==> src/rtl/time_param_pkg.sv <==
// Shared types and default sizing for the programmable interval timer.
package time_param_pkg;

    typedef enum logic {
        IDLE = 1'b0,
        RUN  = 1'b1
    } state_t;

    localparam int DEF_WIDTH         = 4;
    localparam int DEF_NUM_INTERVALS = 4;

    // Select width; never narrower than one bit.
    function automatic int sel_width(input int n);
        return (n > 1) ? $clog2(n) : 1;
    endfunction

endpackage

==> src/rtl/time_param_timer_if.sv <==
// Programming, start/tick and status signals of the interval timer.
interface time_param_timer_if #(
    parameter int WIDTH = 4,
    parameter int SW    = 2
);
    logic             prog_sync;
    logic [SW-1:0]    selector;
    logic [WIDTH-1:0] time_value;
    logic [SW-1:0]    interval;
    logic             start;
    logic             tick;
    logic [WIDTH-1:0] value;
    logic [WIDTH-1:0] remaining;
    logic             busy;
    logic             expired;

    modport master (
        output prog_sync, selector, time_value, interval, start, tick,
        input  value, remaining, busy, expired
    );

    modport slave (
        input  prog_sync, selector, time_value, interval, start, tick,
        output value, remaining, busy, expired
    );
endinterface

==> src/rtl/countdown_timer.sv <==
// Loadable down-counter advanced by a time-base enable; pulses expired at zero.
module countdown_timer
    import time_param_pkg::*;
#(
    parameter int WIDTH = DEF_WIDTH
) (
    input  logic             clk,
    input  logic             reset,
    input  logic             load,
    input  logic [WIDTH-1:0] load_value,
    input  logic             tick,
    output logic [WIDTH-1:0] remaining,
    output logic             busy,
    output logic             expired
);

    state_t           state_reg;
    logic [WIDTH-1:0] remaining_reg;
    logic             expired_reg;

    always_ff @(posedge clk or posedge reset) begin
        if (reset) begin
            state_reg     <= IDLE;
            remaining_reg <= '0;
            expired_reg   <= 1'b0;
        end else begin
            expired_reg <= 1'b0;
            // A load outranks a simultaneous tick, and restarts without a pulse.
            if (load) begin
                state_reg     <= RUN;
                remaining_reg <= load_value;
            end else if (state_reg == RUN && tick) begin
                if (remaining_reg <= WIDTH'(1)) begin
                    state_reg     <= IDLE;
                    remaining_reg <= '0;
                    expired_reg   <= 1'b1;
                end else begin
                    remaining_reg <= remaining_reg - WIDTH'(1);
                end
            end
        end
    end

    assign remaining = remaining_reg;
    assign busy      = (state_reg == RUN);
    assign expired   = expired_reg;

endmodule

==> src/rtl/time_param_timer.sv <==
// Bank of programmable interval registers feeding a single countdown timer.
module time_param_timer
    import time_param_pkg::*;
#(
    parameter int                             NUM_INTERVALS = DEF_NUM_INTERVALS,
    parameter int                             WIDTH         = DEF_WIDTH,
    parameter logic [NUM_INTERVALS*WIDTH-1:0] DEFAULTS      = 16'h2936
) (
    input  logic             clk,
    input  logic             reset,
    time_param_timer_if.slave bus
);

    localparam int SW = sel_width(NUM_INTERVALS);
    localparam logic [SW:0] NUM_L = (SW + 1)'(NUM_INTERVALS);

    logic [WIDTH-1:0] bank [NUM_INTERVALS];
    logic             interval_ok;
    logic [WIDTH-1:0] value_next;

    generate
        for (genvar gi = 0; gi < NUM_INTERVALS; gi++) begin : g_slot
            logic [WIDTH-1:0] slot_reg;

            // Out-of-range selectors match no slot and are dropped.
            always_ff @(posedge clk or posedge reset) begin
                if (reset) begin
                    slot_reg <= DEFAULTS[gi*WIDTH +: WIDTH];
                end else if (bus.prog_sync && bus.selector == SW'(gi)) begin
                    slot_reg <= (bus.time_value == '0) ? WIDTH'(1) : bus.time_value;
                end
            end

            assign bank[gi] = slot_reg;
        end
    endgenerate

    assign interval_ok = ({1'b0, bus.interval} < NUM_L);

    always_comb begin
        value_next = '0;
        if (interval_ok) begin
            value_next = bank[bus.interval];
        end
    end

    assign bus.value = value_next;

    // Loading from the registered bank gives the pre-write value on a same-cycle write.
    countdown_timer #(
        .WIDTH(WIDTH)
    ) u_countdown (
        .clk       (clk),
        .reset     (reset),
        .load      (bus.start && interval_ok),
        .load_value(value_next),
        .tick      (bus.tick),
        .remaining (bus.remaining),
        .busy      (bus.busy),
        .expired   (bus.expired)
    );

endmodule

==> src/flat_wrapper.sv <==
// flat-port wrapper written by rule: the top's interface ports become plain ports
module time_param_timer_flat import time_param_pkg::*;
#(
    parameter int                             NUM_INTERVALS = DEF_NUM_INTERVALS,
    parameter int                             WIDTH         = DEF_WIDTH,
    parameter logic [NUM_INTERVALS*WIDTH-1:0] DEFAULTS      = 16'h2936
)
  (clk, reset, bus_prog_sync, bus_selector, bus_time_value, bus_interval, bus_start, bus_tick, bus_value, bus_remaining, bus_busy, bus_expired);
  time_param_timer_if #(.WIDTH(WIDTH), .SW(2)) bus_i ();
  input  logic clk;
  input  logic reset;
  input wire logic [$bits(bus_i.prog_sync)-1:0] bus_prog_sync;
  input wire logic [$bits(bus_i.selector)-1:0] bus_selector;
  input wire logic [$bits(bus_i.time_value)-1:0] bus_time_value;
  input wire logic [$bits(bus_i.interval)-1:0] bus_interval;
  input wire logic [$bits(bus_i.start)-1:0] bus_start;
  input wire logic [$bits(bus_i.tick)-1:0] bus_tick;
  output wire logic [$bits(bus_i.value)-1:0] bus_value;
  output wire logic [$bits(bus_i.remaining)-1:0] bus_remaining;
  output wire logic [$bits(bus_i.busy)-1:0] bus_busy;
  output wire logic [$bits(bus_i.expired)-1:0] bus_expired;
  assign bus_i.prog_sync = bus_prog_sync;
  assign bus_i.selector = bus_selector;
  assign bus_i.time_value = bus_time_value;
  assign bus_i.interval = bus_interval;
  assign bus_i.start = bus_start;
  assign bus_i.tick = bus_tick;
  assign bus_value = bus_i.value;
  assign bus_remaining = bus_i.remaining;
  assign bus_busy = bus_i.busy;
  assign bus_expired = bus_i.expired;
  time_param_timer #(.NUM_INTERVALS(NUM_INTERVALS), .WIDTH(WIDTH), .DEFAULTS(DEFAULTS)) u_core (.clk(clk), .reset(reset), .bus(bus_i));
endmodule
==> config.mk <==
export PLATFORM = sky130hd
export DESIGN_NAME = time_param_timer_flat
export DESIGN_NICKNAME = d
export VERILOG_FILES = /design/src/rtl/time_param_pkg.sv /design/src/rtl/time_param_timer_if.sv /design/src/rtl/countdown_timer.sv /design/src/rtl/time_param_timer.sv /design/src/flat_wrapper.sv
export SDC_FILE = /design/constraint.sdc
export NUM_CORES = 1
export LEC_CHECK = 0
export CORE_MARGIN = 2
export CORE_UTILIZATION = 49
export CTS_CLUSTER_DIAMETER = 80
export DETAILED_ROUTE_END_ITERATION = 16
export MAX_ROUTING_LAYER = met4
export PLACE_DENSITY = 0.77
export REMOVE_ABC_BUFFERS = 1
export SLEW_MARGIN = 25
export SYNTH_ARGS = -nofsm -noshare
export SYNTH_HDL_FRONTEND = slang
export SYNTH_SLANG_ARGS = --single-unit
==> constraint.sdc <==
create_clock -name clk -period 2.05 [get_ports clk]
set_input_delay 0.5125 -clock clk [delete_from_list [all_inputs] [get_ports clk]]
set_output_delay 0.5125 -clock clk [all_outputs]
set_load 0.02 [all_outputs]
* After elaboration in Yosys (flattened, before gate mapping) *
Index checks and enable logic that the tools add are counted.

cells by class
  add/subtract/negate cells = 1
  order comparisons = 2
  eq/ne operators = 3
  muxes and demuxes = 13
  bitwise logic cells = 1
  reductions and logical operators = 10

operators with widths
  cell                                                  number
  2-to-1 mux 4 bit                                      6
  binary-select mux 4 bit (select 2 bit)                1
  2-to-1 mux 1 bit                                      6
  logical AND 1 bit                                     5
  equality test 2 bit (second input constant)           2
  <= comparator 4 x 1 -> 1 bit (second input constant)  1
  zero test 4 bit                                       1
  nonzero test 2 bit                                    2
  subtractor 4 x 1 -> 4 bit (second input constant)     1
  >= comparator 3 bit (second input constant)           1
  NOT 2 -> 3 bit                                        1
  equality test 2 x 1 -> 1 bit (second input constant)  1
  zero test 2 bit                                       1
  AND reduction 2 bit                                   1

word-level totals
  register bits = 22
  input port bits = 13
  logic and storage cells = 37

* Longest topological paths before layout *
Gate-level depths: netlist (run 1).

  depth in word-level cells = 5
  mapped depth = 5
  gate-level depth less buffers = 5

* Cells and area by module *
From an unflattened synthesis (run 1), not the netlist that was laid out.

unflattened totals
  cell total of the unflattened synthesis = 88
  area total of the unflattened synthesis = 1127.3 sq um

modules (own cells, without submodules)
  module            times used  cells an instance  area an instance (sq um)  seq. area each (sq um)
  time_param_timer  1           50                 774.5                     409.1
  countdown_timer   1           38                 352.8                     150.1

* Worst setup path before layout (run 1) *
Ideal clock, no wire load.

  path type = reg2reg
  from = register u_core.u_countdown.remaining_reg[0], in the netlist u_core.u_countdown.remaining[0]
  to = register u_core.u_countdown.remaining_reg[3], in the netlist u_core.u_countdown.remaining[3]
  setup time = 0.082 ns
  arrival time = 1.507 ns
  setup slack = 0.461 ns
  stages on the path, launching flop included = 6
  buffers on the path = 0
  cell sequence = dfrtp_1 -> inv_1 -> ha_1 -> nor2_2 -> or4b_1 -> a31oi_1

on the way
  longest elaborated chain between the ends = 4

RTL lines
  element                                                                           RTL line                                      RTL
  from (decl)                                                                       countdown_timer.sv:18                         logic [WIDTH-1:0] remaining_reg;
  from (signal assigned)                                                            countdown_timer.sv:31                         remaining_reg <= load_value;
  from (signal assigned)                                                            countdown_timer.sv:38                         remaining_reg <= remaining_reg - WIDTH'(1);
  subtractor 4 x 1 -> 4 bit / <= comparator 4 x 1 -> 1 bit (equally long branches)  countdown_timer.sv:38, countdown_timer.sv:33
  2-to-1 mux 4 bit *                                                                countdown_timer.sv:33                         if (remaining_reg <= WIDTH'(1)) begin
  2-to-1 mux 4 bit *                                                                countdown_timer.sv:32                         end else if (state_reg == RUN && tick) begin
  2-to-1 mux 4 bit *                                                                countdown_timer.sv:29                         if (load) begin

Every way passes the cells marked *; elsewhere a longest branch is shown, timed or not. The select of a mux whose other input is x is not followed.
A chain may end at the register's enable or synchronous reset.

* Final worst setup path (run 1) *
  from = input port bus_interval[0]
  to = output port bus_value[0]

on the way
  longest elaborated chain between the ends = 4

RTL lines
  element                                              RTL line                RTL
  from (decl)                                          flat_wrapper.sv:15      input wire logic [$bits(bus_i.interval)-1:0] bus_interval;
  NOT 2 -> 3 bit (not written as such)                 time_param_timer.sv:43  value_next = bank[bus.interval];
  binary-select mux 4 bit (select 2 bit)               time_param_timer.sv:43
  2-to-1 mux 4 bit (not written as such) (2 in a row)  time_param_timer.sv:43
  to (decl)                                            flat_wrapper.sv:18      output wire logic [$bits(bus_i.value)-1:0] bus_value;

Every way passes these cells. The select of a mux whose other input is x is not followed.

==> qor.txt, run 1 <==
Status = finished, final reports clean
Detailed-route wire length per cell = 13.20 um
Clock Skew = 0.007728 ns
Setup violators final = 0
Die W = 50.54 um
Crit-path cells = clkdlybuf4s18_2 > mux4_2 > buf_2
GRT Util Overall = 17.46%
Cell with the most instances after synthesis = dfrtp_1
# placed instances = 135
Antenna Nets Post-Route = 0
Tmin final = 1.992 ns
Seq/Total Area, Yosys = 52.71%
Core Rows = 16
Critical path launch point = bus_interval[0]
Fill cells = 168
Die ar. = 2554 sq um
Leakage = 0.5578 nW
Max-Cap Viols = 0
Drt via density = 5.453
Max Slew Vio Count = 0
Placed cell areas = 1323 sq um
Hold Crit Class = reg2reg
VDD IR max = 586.2 uV
Non-filler instance count after layout = 139
Max stage delay on crit path = 0.53 ns
Global-route wire length before repair = 3208 um
Clk root buf = clkbuf_4
I/O Buffers = 22
Reg clk slew, reported paths = 0.11 ns
Mapped Avg Cell Area = 12.48 sq um
ANT cells = 0
First-pass iteration count of the detailed router = 4
CTS sink count = 22
H-tree depth = 1
Initial antenna violation count = 0
Total congestion overflow = 0
Largest net degree at the start of global routing = 23
CP Launch Type = input pin
Synth async-reset ratio = 100.0%
Delay-heaviest family, CP = multiplexers
Synth top area share = 35.38%
Final hold vios = 0
Share of cells above drive strength 1 = 31.25%
Highest fanout seen on the critical path = 4
Arrival @ worst endpoint = 1.48 ns
Crit end category = output pin
CTS Hold Bufs = 0
Synth cell count leaders = dfrtp_1, mux2_2, nand2_1
DRC viols = 0
Cts bufs inserted = 3
Core area = 2002 sq um
CTS tree = yes
DRT Wirelength = 1835 um
DP Wirelength = 1462 um
Max Clk Rate = 0.5020 GHz
Setup repair bufs after CTS = 0
Clock Latency Late Sink = 0.31 ns
Crit path kind = in2out
Syn. warnings = 0
Slew margin rel. = 74.84%
Area Growth Syn to Fin = 25.12%
Final period util = 97.17%
GP Congestion = 0.7216
CTS resizes = 21
Vias = 758
Vias in the first global route = 753
Post-synth EDFFs = 0
Largest area contributor in the netlist = dfrtp_1
Critical-path top delay cell = mux4_2
Netlist Area Pre-Place = 1061 sq um
Top post-synthesis cells by area = dfrtp_1, dfstp_2, mux2_2
Post-synth cell types = 25
Worst r2r src = u_core.u_countdown.remaining[0]
Post-route cell area = 1328 sq um
Maximum clock path buffer count = 2
Hold Startpoint = u_core.g_slot[1].slot_reg[0]
Die Y = 50.54 um
Synth Instances = 85
Initial Util = 53.00%
# nets final = 128
RSZ-0062 raised after global routing = no
Yosys reg bits = 22
DRT iter0 DRCs = 9
WP data required = 1.54 ns
Cell Pwr Density = 856.4 nW/um^2
# IOs = 23
Max reg flops = 16
Main synth FF type = dfrtp_1
CP bufs+invs = 2
Slew @ Worst Pin = 0.3758 ns
worst min-delay path: cells and delay by family (launching register included):
family,cells,cell delay [ns]
and+or+nand+nor,1,0.04
AOI/OAI and AO/OA,1,0.07
DFF,1,0.39
placed cells by master (no fill, tap or decap), types with 2 or more instances in the layout:
| cell type | n |
|---|---|
| clkdlybuf4s50_1 | 16 |
| dfrtp_1 | 15 |
| mux2_2 | 12 |
| nand2_1 | 8 |
| dfstp_2 | 7 |
| inv_1 | 6 |
| nor2_1 | 5 |
| o21ai_0 | 4 |
| mux4_2 | 4 |
| buf_2 | 4 |
| a31oi_1 | 3 |
| clkbuf_4 | 3 |
| nor3_1 | 2 |
| nand3b_1 | 2 |
| o311ai_0 | 2 |
| nand3_1 | 2 |
| ha_1 | 2 |
worst paths after layout:
| check | end | cells after the start | slack [ns] |
|---|---|---|---|
| hold / removal | u_core.g_slot[1].slot_reg[0] | 2 | 0.49 |
| hold reg to reg | u_core.g_slot[1].slot_reg[0] | 2 | 0.49 |
| setup / recovery | bus_value[0] | 3 | 0.06 |
| min in group asynchronous | u_core.u_countdown.expired | 3 | 0.51 |
| setup reg to reg | u_core.u_countdown.remaining[3] | 5 | 0.43 |
| max in group asynchronous | u_core.g_slot[3].slot_reg[1] | 3 | 1.25 |
power breakdown:
part	internal, W	switching [W]
sequential	0.000532	0.0000607
clock	0.0000760	0.000121
combinational	0.000182	0.000166
total	0.000790	0.000347
routing by layer:
metal | global-route usage, % | routed length (um) | up-vias
li1 | - | - | 366
met1 | 19.84 | 727 | 371
met2 | 29.39 | 989 | 16
met3 | 2.083 | 69 | 5
met4 | 10.81 | 50 | 0
met5 | - | 0 | -
area by class of cell:
type | count | area, sq um | share of cell area [%]
Multi-Input combinational cell | 57 | 479.2 | 36.10
Sequential cell | 22 | 559.3 | 42.13
Inverter | 6 | 22.52 | 1.697
Timing Repair Buffer | 23 | 206.4 | 15.55
Tap cell | 27 | 33.78 | 2.545
Clock buffer | 4 | 26.28 | 1.979
cells by family after synthesis:
family / share of synthesized area (%)
adder cells (fa/ha/maj): 2.358
AO/OA/AOI/OAI: 7.075
AND/OR/NAND/NOR: 13.56
multiplexers: 22.17
buffers and inverters: 2.122
flip-flops: 52.71
stage by stage:
stage | hold slack (ns) | utilization, % | power [W] | setup TNS (ns) | worst slack (ns)
2_1_floorplan | 0.4448 | - | 0.0008132 | 0 | 0.4609
3_3_place_gp | 0.4614 | 66.06 | 0.0009624 | -2.844 | -0.7159
3_5_place_dp | 0.4720 | 66.06 | 0.0009733 | -2.898 | -0.7350
4_1_cts | 0.4901 | 66.31 | 0.001154 | 0 | 0.05059
5_1_grt | 0.5090 | 66.31 | 0.001215 | 0 | 0.007784
6_report | 0.4891 | 66.31 | 0.001137 | 0 | 0.05811
Note: power is estimated with default switching activity, not from simulation.
==> run 2: changes to the inputs <==
CTS_CLUSTER_DIAMETER = 200   (was 80)
==> results of run 2 <==
Same layout as run 1: the final DEF is identical, and so are final timing and power.
==> run 3: changes to the inputs <==
TNS_END_PERCENT = 1   (was unset)
==> results of run 3 <==
Same layout as run 1: the final DEF is identical, and so are final timing and power.
